===== src/rtl/rgb_luma_pipe_pkg.sv =====
// Mode encodings and the 8-fraction-bit coefficient table for the RGB-to-luma pipeline.
package rgb_luma_pipe_pkg;

   localparam logic [1:0] MODE_BT601 = 2'd0;
   localparam logic [1:0] MODE_BT709 = 2'd1;
   localparam logic [1:0] MODE_AVG   = 2'd2;
   localparam logic [1:0] MODE_GREEN = 2'd3;

   // Rows are {R, G, B}; 9 bits per entry so the green-only 256 fits. ch: 0=R, 1=G, 2=B.
   function automatic logic [8:0] base_coef(input logic [1:0] mode, input int ch);
      logic [26:0] row;
      row = '0;
      case (mode)
         MODE_BT601: row = {9'd77, 9'd150, 9'd29};
         MODE_BT709: row = {9'd54, 9'd183, 9'd19};
         MODE_AVG:   row = {9'd85, 9'd85,  9'd86};
         MODE_GREEN: row = {9'd0,  9'd256, 9'd0};
      endcase
      return row[(2 - ch) * 9 +: 9];
   endfunction

   function automatic int coef_scale(input int c, input int frac_w);
      return (frac_w >= 8) ? (c << (frac_w - 8)) : (c >> (8 - frac_w));
   endfunction

endpackage


===== src/rtl/luma_coef_sel.sv =====
// Maps a coefficient mode to three FRAC_W+1-bit weights that always sum to 2^FRAC_W.
module luma_coef_sel
   import rgb_luma_pipe_pkg::*;
#(
   parameter int FRAC_W = 8
) (
   input  logic [1:0]      mode,
   output logic [FRAC_W:0] coef_r,
   output logic [FRAC_W:0] coef_g,
   output logic [FRAC_W:0] coef_b
);

   localparam int CW = FRAC_W + 1;
   localparam logic [CW-1:0] UNITY = CW'(1) << FRAC_W;

   always_comb begin
      coef_r = CW'(coef_scale(32'(base_coef(mode, 0)), FRAC_W));
      coef_b = CW'(coef_scale(32'(base_coef(mode, 2)), FRAC_W));
      // green absorbs any scaling truncation so unity gain is exact
      coef_g = UNITY - coef_r - coef_b;
   end

endmodule


===== src/rtl/rgb_luma_pipe.sv =====
// RGB to luma converter: three-stage valid/ready pipeline (input, products, round/saturate)
// with a per-frame luma-sum accumulator on the consumed output stream.
module rgb_luma_pipe
   import rgb_luma_pipe_pkg::*;
#(
   parameter int IN_W   = 12,
   parameter int OUT_W  = 8,
   parameter int FRAC_W = 8,
   parameter int SUM_W  = 28
) (
   input  logic              iCLK,
   input  logic              iReset,
   input  logic [IN_W-1:0]   iRed,
   input  logic [IN_W-1:0]   iGreen,
   input  logic [IN_W-1:0]   iBlue,
   input  logic              iDval,
   input  logic              iSof,
   input  logic              iEof,
   output logic              oReady,
   input  logic [1:0]        iMode,
   output logic [OUT_W-1:0]  oGray,
   output logic              oDval,
   output logic              oSof,
   output logic              oEof,
   input  logic              iReady,
   output logic [SUM_W-1:0]  oFrameSum,
   output logic              oFrameDone
);

   localparam int CW = FRAC_W + 1;
   localparam int PW = IN_W + FRAC_W + 1;
   localparam int SW = PW + 2;
   localparam int SH = FRAC_W + IN_W - OUT_W;
   localparam logic [SW-1:0] HALF = SW'(1) << (SH - 1);
   localparam logic [SW-1:0] MAXY = (SW'(1) << OUT_W) - SW'(1);

   logic ld0, ld1, ld2, accept, consume;
   logic [1:0] mode_q, mode_d, pix_mode;

   logic s0_v_q, s0_v_d, s0_sof_q, s0_sof_d, s0_eof_q, s0_eof_d;
   logic [1:0] s0_mode_q, s0_mode_d;
   logic [IN_W-1:0] s0_r_q, s0_r_d, s0_g_q, s0_g_d, s0_b_q, s0_b_d;
   logic [CW-1:0] coef_r, coef_g, coef_b;

   logic s1_v_q, s1_v_d, s1_sof_q, s1_sof_d, s1_eof_q, s1_eof_d;
   logic [PW-1:0] s1_pr_q, s1_pr_d, s1_pg_q, s1_pg_d, s1_pb_q, s1_pb_d;
   logic [SW-1:0] sum_rnd, y_full;

   logic s2_v_q, s2_v_d, s2_sof_q, s2_sof_d, s2_eof_q, s2_eof_d;
   logic [OUT_W-1:0] s2_y_q, s2_y_d;

   logic [SUM_W-1:0] acc_q, acc_d, acc_base, acc_tot, fsum_q, fsum_d;
   logic [SUM_W:0]   acc_sum;
   logic done_q, done_d;

   luma_coef_sel #(.FRAC_W(FRAC_W)) u_coef_sel (
      .mode   (s0_mode_q),
      .coef_r (coef_r),
      .coef_g (coef_g),
      .coef_b (coef_b)
   );

   always_comb begin
      ld2      = ~s2_v_q | iReady;
      ld1      = ~s1_v_q | ld2;
      ld0      = ~s0_v_q | ld1;
      accept   = iDval & ld0;
      consume  = s2_v_q & iReady;
      pix_mode = iSof ? iMode : mode_q;

      sum_rnd = SW'(s1_pr_q) + SW'(s1_pg_q) + SW'(s1_pb_q) + HALF;
      y_full  = sum_rnd >> SH;

      acc_base = s2_sof_q ? '0 : acc_q;
      acc_sum  = (SUM_W+1)'(acc_base) + (SUM_W+1)'(s2_y_q);
      acc_tot  = acc_sum[SUM_W] ? '1 : acc_sum[SUM_W-1:0];

      mode_d    = mode_q;
      s0_v_d    = s0_v_q;    s0_sof_d = s0_sof_q;  s0_eof_d = s0_eof_q;
      s0_mode_d = s0_mode_q; s0_r_d   = s0_r_q;    s0_g_d   = s0_g_q;   s0_b_d = s0_b_q;
      s1_v_d    = s1_v_q;    s1_sof_d = s1_sof_q;  s1_eof_d = s1_eof_q;
      s1_pr_d   = s1_pr_q;   s1_pg_d  = s1_pg_q;   s1_pb_d  = s1_pb_q;
      s2_v_d    = s2_v_q;    s2_sof_d = s2_sof_q;  s2_eof_d = s2_eof_q; s2_y_d = s2_y_q;
      acc_d     = acc_q;     fsum_d   = fsum_q;    done_d   = 1'b0;

      if (accept && iSof) mode_d = iMode;

      if (ld0) begin
         s0_v_d = iDval;
         if (iDval) begin
            s0_r_d    = iRed;  s0_g_d   = iGreen; s0_b_d = iBlue;
            s0_sof_d  = iSof;  s0_eof_d = iEof;
            s0_mode_d = pix_mode;
         end
      end

      if (ld1) begin
         s1_v_d = s0_v_q;
         if (s0_v_q) begin
            s1_pr_d  = PW'(coef_r) * PW'(s0_r_q);
            s1_pg_d  = PW'(coef_g) * PW'(s0_g_q);
            s1_pb_d  = PW'(coef_b) * PW'(s0_b_q);
            s1_sof_d = s0_sof_q;
            s1_eof_d = s0_eof_q;
         end
      end

      if (ld2) begin
         s2_v_d = s1_v_q;
         if (s1_v_q) begin
            s2_y_d   = (y_full > MAXY) ? '1 : y_full[OUT_W-1:0];
            s2_sof_d = s1_sof_q;
            s2_eof_d = s1_eof_q;
         end
      end

      // an oSof pixel restarts the total; an oEof pixel publishes it and clears
      if (consume) begin
         if (s2_eof_q) begin
            fsum_d = acc_tot;
            done_d = 1'b1;
            acc_d  = '0;
         end else begin
            acc_d  = acc_tot;
         end
      end
   end

   always_ff @(posedge iCLK or posedge iReset) begin
      if (iReset) begin
         mode_q    <= MODE_BT601;
         s0_v_q    <= 1'b0; s0_sof_q <= 1'b0; s0_eof_q <= 1'b0; s0_mode_q <= MODE_BT601;
         s0_r_q    <= '0;   s0_g_q   <= '0;   s0_b_q   <= '0;
         s1_v_q    <= 1'b0; s1_sof_q <= 1'b0; s1_eof_q <= 1'b0;
         s1_pr_q   <= '0;   s1_pg_q  <= '0;   s1_pb_q  <= '0;
         s2_v_q    <= 1'b0; s2_sof_q <= 1'b0; s2_eof_q <= 1'b0; s2_y_q <= '0;
         acc_q     <= '0;   fsum_q   <= '0;   done_q   <= 1'b0;
      end else begin
         mode_q    <= mode_d;
         s0_v_q    <= s0_v_d;  s0_sof_q <= s0_sof_d; s0_eof_q <= s0_eof_d; s0_mode_q <= s0_mode_d;
         s0_r_q    <= s0_r_d;  s0_g_q   <= s0_g_d;   s0_b_q   <= s0_b_d;
         s1_v_q    <= s1_v_d;  s1_sof_q <= s1_sof_d; s1_eof_q <= s1_eof_d;
         s1_pr_q   <= s1_pr_d; s1_pg_q  <= s1_pg_d;  s1_pb_q  <= s1_pb_d;
         s2_v_q    <= s2_v_d;  s2_sof_q <= s2_sof_d; s2_eof_q <= s2_eof_d; s2_y_q <= s2_y_d;
         acc_q     <= acc_d;   fsum_q   <= fsum_d;   done_q   <= done_d;
      end
   end

   assign oReady     = ld0;
   assign oGray      = s2_y_q;
   assign oDval      = s2_v_q;
   assign oSof       = s2_sof_q;
   assign oEof       = s2_eof_q;
   assign oFrameSum  = fsum_q;
   assign oFrameDone = done_q;

endmodule

===== config.mk =====
export PLATFORM = sky130hd
export DESIGN_NAME = rgb_luma_pipe
export DESIGN_NICKNAME = d
export VERILOG_FILES = /design/src/rtl/rgb_luma_pipe_pkg.sv /design/src/rtl/luma_coef_sel.sv /design/src/rtl/rgb_luma_pipe.sv
export SDC_FILE = /design/constraint.sdc
export NUM_CORES = 1
export LEC_CHECK = 0
export ABC_AREA = 1
export BUFFER_PORTS_ARGS = -buffer_cell sky130_fd_sc_hd__buf_2
export CORE_ASPECT_RATIO = 1.4
export CORE_MARGIN = 2
export CORE_UTILIZATION = 65
export CTS_BUF_LIST = sky130_fd_sc_hd__clkbuf_16
export DETAILED_ROUTE_END_ITERATION = 7
export GPL_TIMING_DRIVEN = 1
export PLACE_DENSITY_LB_ADDON = 0.1
export REMOVE_ABC_BUFFERS = 1
export SLEW_MARGIN = 0
export SYNTH_ARGS = -nofsm -noshare
export SYNTH_HDL_FRONTEND = slang
export SYNTH_SLANG_ARGS = --single-unit

===== constraint.sdc =====
create_clock -name iCLK -period 8.7 [get_ports iCLK]
set_input_delay 0.435 -clock iCLK [delete_from_list [all_inputs] [get_ports iCLK]]
set_output_delay 0.435 -clock iCLK [all_outputs]
set_load 0.01 [all_outputs]

==> results.cfg, run 1 <==
[status]
status = finished, final reports clean

[critical_path]
crit_path_end_kind = flop
critical_path_class = flop to flop
cp_cell_sequence = inv_1 > ha_1 > buf_4 > nor2_1 > inv_1 > nand2_1 > fa_1 > inv_1 > fa_1 > fa_1 > inv_1 > fa_1 > inv_1 > ha_1 > a21oi_1 > a21boi_0 > inv_1 > nand3_1 > nand2_1 > or2_2 > nand3_1 > o21ai_0
crit_slowest_cell = dfrtp_1
slowest_delay_ns = 0.72
critPathBufInv = 7
critPathLaunchType = flop
critPathRequiredTime_ns = 9.02
reg2regPathDepth = 22
crit_fanout = 25
r2r_setup_slack_ns = 2.02
r2r_end = s1_pb_q[17]$_DFFE_PP0P_
regToRegStartpoint = s0_mode_q[1]$_DFFE_PP0P_
cpLargestDelayFamily = adder cells
arrival_ns = 7.00
crit_start = s0_mode_q[1]$_DFFE_PP0P_
critPathMostFrequentCell = inv_1

[place]
io_buffers = 84
place_area_um2 = 19530
gp_congestion = 0.9652
dp_hpwl_um = 37420

[route]
drt_first_pass_iters = 6
detail_route.iter0.violations = 903
wl_per_cell_um = 15.58
drc = 0
met3_length_um = 1808
routedLengthMet1_um = 18060
routed_wl_um = 46530
dr_wl_met2_um = 24560
viasPerCell = 5.337
vias = 15940
antenna_left = 0
highest_layer = met4

[grt]
grt_max_degree = 95
grt_pass1_vias = 16540
grt.overflow.total = 0
antenna_found_initial = 0
grt_pass1_wl_um = 78760
grt_usage_pct = 32.84

[cts]
cts_root_buf = clkbuf_16
cts_buffer_depth = 2
htreeDepth = 4
postCtsSetupBuffers = 0
cts_tree = yes
path_clk_slew_ns = 0.08
cts-buffers-inserted = 17
cts_resized = 0
insertion_delay_ns = 0.47
clock_sinks = 175
ctsHoldBuffers = 0

[timing]
layout_min_cycle_time_ns = 6.683
hold_viol_final = 0
max_clock_freq_mhz = 149.6
slew_headroom_pct = 26.91
min_period_over_period_pct = 76.81
rsz0062_at_grt = false
fin_skew_ns = 0.01063
tightest_slew_ns = 1.095
fin_tns_setup_ns = 0
setup_viol_count_final = 0
slew_violations = 0
holdWs_ns = 0.08389

[yosys]
ys_types = 46
synthMuxAreaShare_pct = 0
netlist_area_um2 = 18820
ys_ff_latch = 175
yosys_most_used_dff = dfrtp_1
synth_adder_area_share_pct = 31.63
synth_edf_count = 0
synth_xor_area_share_pct = 0.6515
yosysSeqAreaShare_pct = 23.27
synth_compound_area_share_pct = 7.452
synth_cells = 2544
synthArstFlopShare_pct = 100.0
avgSynthCellArea_um2 = 7.399
yosys_warnings = 0
synth_top_family_by_area = adder cells
synthSimpleGateAreaFrac_pct = 22.71

[layout]
final_common_cell = nand2_1
fillers = 2416
final_layout_size_suffix_gt1_share_pct = 6.817
area_growth_pct = 6.960
multiInputGateArea_um2 = 11750
final_cell_mix = nand2_1, inv_1, fa_1, ha_1, dfrtp_1
fin_area_um2 = 20130
antennaDiodeCount = 0
num-nets-final = 3008
regArea_um2 = 4379

[floorplanning]
die_h_um = 205.3
coreArea_um2 = 28410
start_util_pct = 66.26
die_area_um2 = 30350
placementRows = 73
ios = 85
die_w_um = 147.8

[job]
maxCapViolations = 0

[min_path]
hold_class = primary input to asynchronous set/reset pin
==> worst max path at each step <==
stage | endpoint | cells after the start | slack (ns)
2_1_floorplan | s1_pb_q[17]$_DFFE_PP0P_ | 21 | 3.01
3_3_place_gp | s1_pb_q[17]$_DFFE_PP0P_ | 22 | 2.31
3_5_place_dp | s1_pb_q[17]$_DFFE_PP0P_ | 22 | 2.12
4_1_cts | s1_pb_q[17]$_DFFE_PP0P_ | 22 | 2.09
5_1_grt | s1_pb_q[17]$_DFFE_PP0P_ | 22 | 1.47
6_report | s1_pb_q[17]$_DFFE_PP0P_ | 22 | 2.02
==> synth_stat cells, drive strengths merged (7+ instances only) <==
cell    instances  area [um2]
nand2         682        2575
inv           643        2419
fa            183        3664
ha            183        2290
nor2          180       708.2
dfrtp         175        4379
o21ai         145       725.7
nand3         111       638.1
a21oi          77       400.4
clkbuf         49       183.9
nand4          14       87.58
nor3           12       60.06
buf            11       83.82
or2            11       68.82
nand3b          9       71.32
xor2            8       70.07
a21boi          7       52.55
o22ai           7       43.79
==> state kept, by name, indices dropped and copies added (netlist names), 2 cells and up <==
signal / flops
oGray: 8
s1_pb_q: 20
s0_r_q: 12
acc_q: 28
s1_pr_q: 20
mode_q: 2
s0_b_q: 12
oFrameSum: 28
s0_mode_q: 2
s1_pg_q: 21
s0_g_q: 12
==> final cells by class <==
type                       instances  share of cell area (%)
multi-input combinational       1665                   58.38
tap                              375                   2.331
clock buffer                      17                   2.113
inverter                         644                   12.06
timing repair buffer              95                   2.498
clock inverter                    15                  0.8701
sequential                       175                   21.75
==> routing by layer <==
layer / GRT usage [%] / vias up
li1: - / 7737
met1: 37.33 / 7665
met2: 61.18 / 422
met3: 3.570 / 112
met4: 16.05 / 0
met5: 0 / -
==> per-stage QoR <==
stage / util, % / setup slack (ns) / instances
finish: 70.87 / 2.017 / 2986
global route: 70.87 / 1.470 / 2986
CTS: 70.87 / 2.093 / 2986
detailed placement: 68.76 / 2.118 / 2954
global placement: 68.76 / 2.311 / 2954
floorplan: - / 3.008 / 2484
==> kinds of logic after synthesis <==
| family | Yosys count |
|---|---|
| simple gates | 1025 |
| xor+xnor | 14 |
| compound gates | 260 |
| buf+inv | 704 |
| flops | 175 |
| fa+ha+maj | 366 |
Power of run 1 is left out: the tool's default activity adds up to more than one toggle a clock period on the data nets, which glitch-free logic cannot reach.
==> inputs of run 2 (changes only) <==
--- a/config.mk
+++ b/config.mk
@@ -5,11 +5,11 @@
 export SDC_FILE = /design/constraint.sdc
 export NUM_CORES = 1
 export LEC_CHECK = 0
-export ABC_AREA = 1
+export ABC_AREA = 0
 export BUFFER_PORTS_ARGS = -buffer_cell sky130_fd_sc_hd__buf_2
 export CORE_ASPECT_RATIO = 1.4
 export CORE_MARGIN = 2
-export CORE_UTILIZATION = 65
+export CORE_UTILIZATION = 64
 export CTS_BUF_LIST = sky130_fd_sc_hd__clkbuf_16
 export DETAILED_ROUTE_END_ITERATION = 7
 export GPL_TIMING_DRIVEN = 1
==> constraint.sdc (replaced) <==
create_clock -name iCLK -period 6.9 [get_ports iCLK]
set_input_delay 0.345 -clock iCLK [delete_from_list [all_inputs] [get_ports iCLK]]
set_output_delay 0.345 -clock iCLK [all_outputs]
set_load 0.01 [all_outputs]
==> run 2 against run 1 <==
The flow now finishes with violations (negative hold slack). Global-route usage fell by 4.9 points. Area after synthesis fell by 6.4%. Design area fell by 5.8%. Non-clock buffer count rose by 1. Sequential share of layout area rose by 1.3 points. Largest cell class unchanged. Highest routed layer unchanged.
==> results.cfg, run 2 <==
[route]
wl_per_cell_um = 15.94
routedLengthMet1_um = 14980
viasPerCell = 5.450
vias = 12800
drt_first_pass_iters = 5
met3_length_um = 1405
antenna_left = 0
drc = 0
dr_wl_met2_um = 19680
routed_wl_um = 37440
highest_layer = met4
detail_route.iter0.violations = 525

[cts]
cts-buffers-inserted = 17
insertion_delay_ns = 0.46
cts_resized = 0
cts_root_buf = clkbuf_16
postCtsSetupBuffers = 0
htreeDepth = 4
path_clk_slew_ns = 0.08
cts_tree = yes
ctsHoldBuffers = 0
cts_buffer_depth = 2
clock_sinks = 175

[layout]
regArea_um2 = 4379
postLayoutCoreUtil_pct = 70.24
final_layout_size_suffix_gt1_share_pct = 10.13
num-nets-final = 2381
final_common_cell = inv_1
multiInputGateArea_um2 = 11550
fin_area_um2 = 18970
final_cell_mix = inv_1, fa_1, ha_1
fillers = 2153
antennaDiodeCount = 0
area_growth_pct = 7.632

[yosys]
ys_types = 60
synthArstFlopShare_pct = 100.0
netlist_area_um2 = 17620
avgSynthCellArea_um2 = 9.217
ys_ff_latch = 175
synth_top_area_cell = dfrtp_1
synthTopCellsByArea = dfrtp_1, fa_1, ha_1
synth_cells = 1912
yosys_warnings = 0
yosysSeqAreaShare_pct = 24.85
yosysTopAreaCellShare_pct = 24.85
yosysMostFrequentCell = inv_1
yosys_most_used_dff = dfrtp_1
netlist_top_cells_count = inv_1, fa_1, ha_1
synth_edf_count = 0

[grt]
grt_usage_pct = 27.92
grt_max_degree = 100
grt_pass1_wl_um = 63810
grt_pass1_vias = 13430
antenna_found_initial = 1
grt.overflow.total = 0

[floorplanning]
die_area_um2 = 28900
die_h_um = 200.3
coreArea_um2 = 27010
start_util_pct = 65.26
die_w_um = 144.2
ios = 85
placementRows = 71

[timing]
layout_min_cycle_time_ns = 6.261
slew_headroom_pct = 32.12
fin_tns_setup_ns = 0
hold_viol_final = 7
max_clock_freq_mhz = 159.7
rsz0062_at_grt = false
tightest_slew_ns = 1.018
fin_skew_ns = 0.01334
slew_violations = 0
min_period_over_period_pct = 90.74
holdWs_ns = -0.02121
setup_viol_count_final = 0

[critical_path]
crit_fanout = 24
crit_path_end_kind = flop
critical_path_class = flop to flop
critPathRequiredTime_ns = 7.26
critPathLaunchType = flop
arrival_ns = 6.62

[place]
gp_congestion = 0.8743
io_buffers = 84
place_area_um2 = 18390
dp_hpwl_um = 29910

[status]
status = complete, but fails checks
failed_checks = negative hold slack

[job]
maxCapViolations = 0

[min_path]
hold_class = primary input to asynchronous set/reset pin
==> run 2: cell types whose count changed in the layout (fill, tap and decap cells not counted), moves of 28 or more <==
cell	previous run	this run
and2_1	1	106
o21ai_0	134	106
nor2_1	171	73
nor2b_1	0	56
nand2b_1	0	37
nand3_1	96	15
xnor2_1	6	36
nand2_1	676	163
inv_1	639	396
mux2_2	0	56
==> run 2: layout make-up <==
class,count,area share [%]
Sequential cell,175,23.09
Timing Repair Buffer,96,2.691
Tap cell,365,2.408
Clock buffer,17,2.243
Inverter,396,7.876
Clock inverter,15,0.8047
Multi-Input combinational cell,1285,60.89
==> run 2: path summary, 6_finish.rpt <==
| check | startpoint | endpoint | slack (ns) | cells after the start |
|---|---|---|---|---|
| worst min-delay path | iReset | s0_r_q[7]$_DFFE_PP0P_ | -0.02 | 2 |
| worst max-delay path | s0_mode_q[1]$_DFFE_PP0P_ | s1_pr_q[19]$_DFFE_PP0P_ | 0.64 | 18 |
| worst max register to register | s0_mode_q[1]$_DFFE_PP0P_ | s1_pr_q[19]$_DFFE_PP0P_ | 0.64 | 18 |
| min in group iCLK | iGreen[7] | s0_g_q[7]$_DFFE_PP0P_ | 0.12 | 2 |
| max in group asynchronous | iReset | s1_pb_q[0]$_DFFE_PP0P_ | 5.52 | 3 |
| worst min register to register | oFrameSum[26]$_DFFE_PP0P_ | oFrameSum[26]$_DFFE_PP0P_ | 0.47 | 2 |
==> run 2: cell families (layout without fill, tap and decap cells) <==
family                     after synthesis  count (layout)  synth area share (%)
buffers and inverters                  452             524                 9.684
xor gates and xnor gates                61              61                 3.032
and+or+nand+nor                        511             511                 14.69
adders and majority gates              366             366                 33.78
muxes                                   66              66                 4.146
AOI/OAI and AO/OA                      281             281                 9.819
DFF                                    175             175                 24.85
==> run 2: stage by stage <==
stage	cells	setup WS, ns
after floorplan	1856	1.091
after global placement	2317	0.7707
after detailed placement	2317	0.6068
after CTS	2349	0.5825
after global routing	2349	0.1788
final	2349	0.6388
==> run 2: critical path, stage by stage (launching register included) <==
cell,delay [ns]
dfrtp_1,0.48
inv_1,0.13
buf_4,0.29
ha_1,0.88
and2_1,0.32
fa_1,0.50
fa_1,0.54
inv_1,0.05
fa_1,0.47
fa_1,0.55
inv_1,0.04
ha_1,0.31
o21ai_0,0.12
o21ai_0,0.39
nand3_1,0.16
a311oi_1,0.33
a21oi_1,0.16
o21a_1,0.19
o31ai_1,0.24
==> run 2: routing by layer <==
layer	vias to the layer above	global-route usage, %
met1	6246	32.99
met3	88	4.112
met5	-	0
met4	0	11.51
met2	294	50.22
li1	6174	-
Power of run 2 is left out for the same reason.
==> inputs of run 3 (changes only) <==
--- a/config.mk
+++ b/config.mk
@@ -6,7 +6,7 @@
 export NUM_CORES = 1
 export LEC_CHECK = 0
 export ABC_AREA = 0
-export BUFFER_PORTS_ARGS = -buffer_cell sky130_fd_sc_hd__buf_2
+export BUFFER_PORTS_ARGS = -buffer_cell sky130_fd_sc_hd__clkbuf_2
 export CORE_ASPECT_RATIO = 1.4
 export CORE_MARGIN = 2
 export CORE_UTILIZATION = 64
==> run 3 against run 2 <==
The run still ends with negative hold slack left. Clock skew about the same. Global-route usage increased by 0.44 points. Worst hold slack got worse by 0.017 ns. Cell count is essentially flat. Fmax is 0.32% higher. Die area unchanged. Critical path depth unchanged. Sequential share of layout area is 0.059 points lower. Register-to-register slack improved by 0.02 ns. Core utilization is 0.18 points higher. Worst setup slack improved by 0.020 ns. Critical path type unchanged. Highest routed layer unchanged.
==> results.cfg, run 3 (same netlist as run 2, synthesis figures left out) <==
[status]
status = complete, but fails checks
failed_checks = negative hold slack

[cts]
htreeDepth = 4
cts_root_buf = clkbuf_16
clock_sinks = 175
postCtsSetupBuffers = 0
ctsHoldBuffers = 0
insertion_delay_ns = 0.46
cts-buffers-inserted = 17
cts_buffer_depth = 2
path_clk_slew_ns = 0.07
cts_resized = 0
cts_tree = yes

[grt]
grt_max_degree = 100
grt_usage_pct = 28.35
grt_pass1_vias = 13860
grt_pass1_wl_um = 65120
grt.overflow.total = 0
antenna_found_initial = 0

[timing]
fin_skew_ns = 0.01322
min_period_over_period_pct = 90.45
slew_headroom_pct = 32.35
tightest_slew_ns = 1.015
max_clock_freq_mhz = 160.2
holdWs_ns = -0.03865
slew_violations = 0
layout_min_cycle_time_ns = 6.241
hold_viol_final = 18
setup_viol_count_final = 0
fin_tns_setup_ns = 0
rsz0062_at_grt = false

[floorplanning]
coreArea_um2 = 27010
die_h_um = 200.3
die_area_um2 = 28900
placementRows = 71
ios = 85
die_w_um = 144.2
start_util_pct = 65.26

[layout]
area_growth_pct = 7.909
final_layout_size_suffix_gt1_share_pct = 10.14
final_common_cell = inv_1
final_cell_mix = inv_1, fa_1, ha_1
antennaDiodeCount = 0
num-nets-final = 2381

[critical_path]
arrival_ns = 6.60
critPathRequiredTime_ns = 7.26
critical_path_class = flop to flop
critPathLaunchType = flop
regToRegStartpoint = s0_mode_q[1]$_DFFE_PP0P_
crit_fanout = 24
crit_start = s0_mode_q[1]$_DFFE_PP0P_
reg2regPathDepth = 18
crit_path_end_kind = flop

[route]
routed_wl_um = 37780
detail_route.iter0.violations = 579
drt_first_pass_iters = 5
viasPerCell = 5.503
wl_per_cell_um = 16.09
antenna_left = 0
drc = 0
vias = 12920

[job]
maxCapViolations = 0

[place]
gp_congestion = 0.8700
dp_hpwl_um = 29980
io_buffers = 84

[min_path]
hold_class = primary input to asynchronous set/reset pin
run 3: cell count changes in the layout (fill, tap and decap cells not counted):
cell	change
bufinv_16	+3
clkbuf_2	+84
clkinv_8	-1
clkinv_1	-1
buf_2	-84
clkinvlp_4	+1
inv_8	-1
clkinv_4	-2
run 3: metal layers:
layer | up-vias | wire, um | GRT usage [%]
li1 | 6180 | - | -
met1 | 6351 | 15130 | 33.68
met2 | 308 | 20000 | 50.78
met3 | 82 | 1297 | 3.514
met4 | 0 | 1357 | 12.73
met5 | - | 0 | 0
run 3: area by class of cell:
class                   count  area [um2]
clock buffers              17       425.4
clock inverters            14       201.4
fillers                  2196        7989
inverters                 396        1494
multi-input cells        1285       11550
flip-flops and latches    175        4379
well taps                 365       456.7
repair buffers             96       510.5
run 3: worst max-delay path, cell delays in order, from the launching register on:
cell,delay [ns]
dfrtp_1,0.48
inv_1,0.12
buf_4,0.27
ha_1,0.88
and2_1,0.32
fa_1,0.48
fa_1,0.52
inv_1,0.05
fa_1,0.48
fa_1,0.56
inv_1,0.05
ha_1,0.32
o21ai_0,0.12
o21ai_0,0.40
nand3_1,0.16
a311oi_1,0.34
a21oi_1,0.16
o21a_1,0.19
o31ai_1,0.23
run 3: per-stage QoR:
stage | cell area (um2) | setup slack, ns | util, % | hold WS [ns] | std cells
2_1_floorplan | 17400 | 1.091 | - | 0.4422 | 1856
3_3_place_gp | 18390 | 0.7791 | 68.09 | 0.4573 | 2317
3_5_place_dp | 18390 | 0.5756 | 68.09 | 0.4643 | 2317
4_1_cts | 19010 | 0.5155 | 70.41 | 0.01377 | 2348
5_1_grt | 19020 | 0.2559 | 70.42 | 0.05309 | 2348
6_report | 19020 | 0.6591 | 70.42 | -0.03865 | 2348
run 3: path summary, 6_finish.rpt:
path / endpoint / slack, ns
setup / recovery: s1_pr_q[19]$_DFFE_PP0P_ / 0.66
hold / removal: s0_r_q[7]$_DFFE_PP0P_ / -0.04
setup reg to reg: s1_pr_q[19]$_DFFE_PP0P_ / 0.66
hold reg to reg: oFrameSum[26]$_DFFE_PP0P_ / 0.47
max in group asynchronous: s1_pb_q[0]$_DFFE_PP0P_ / 5.50
min in group iCLK: s0_g_q[0]$_DFFE_PP0P_ / 0.11
Power of run 3 is left out for the same reason.
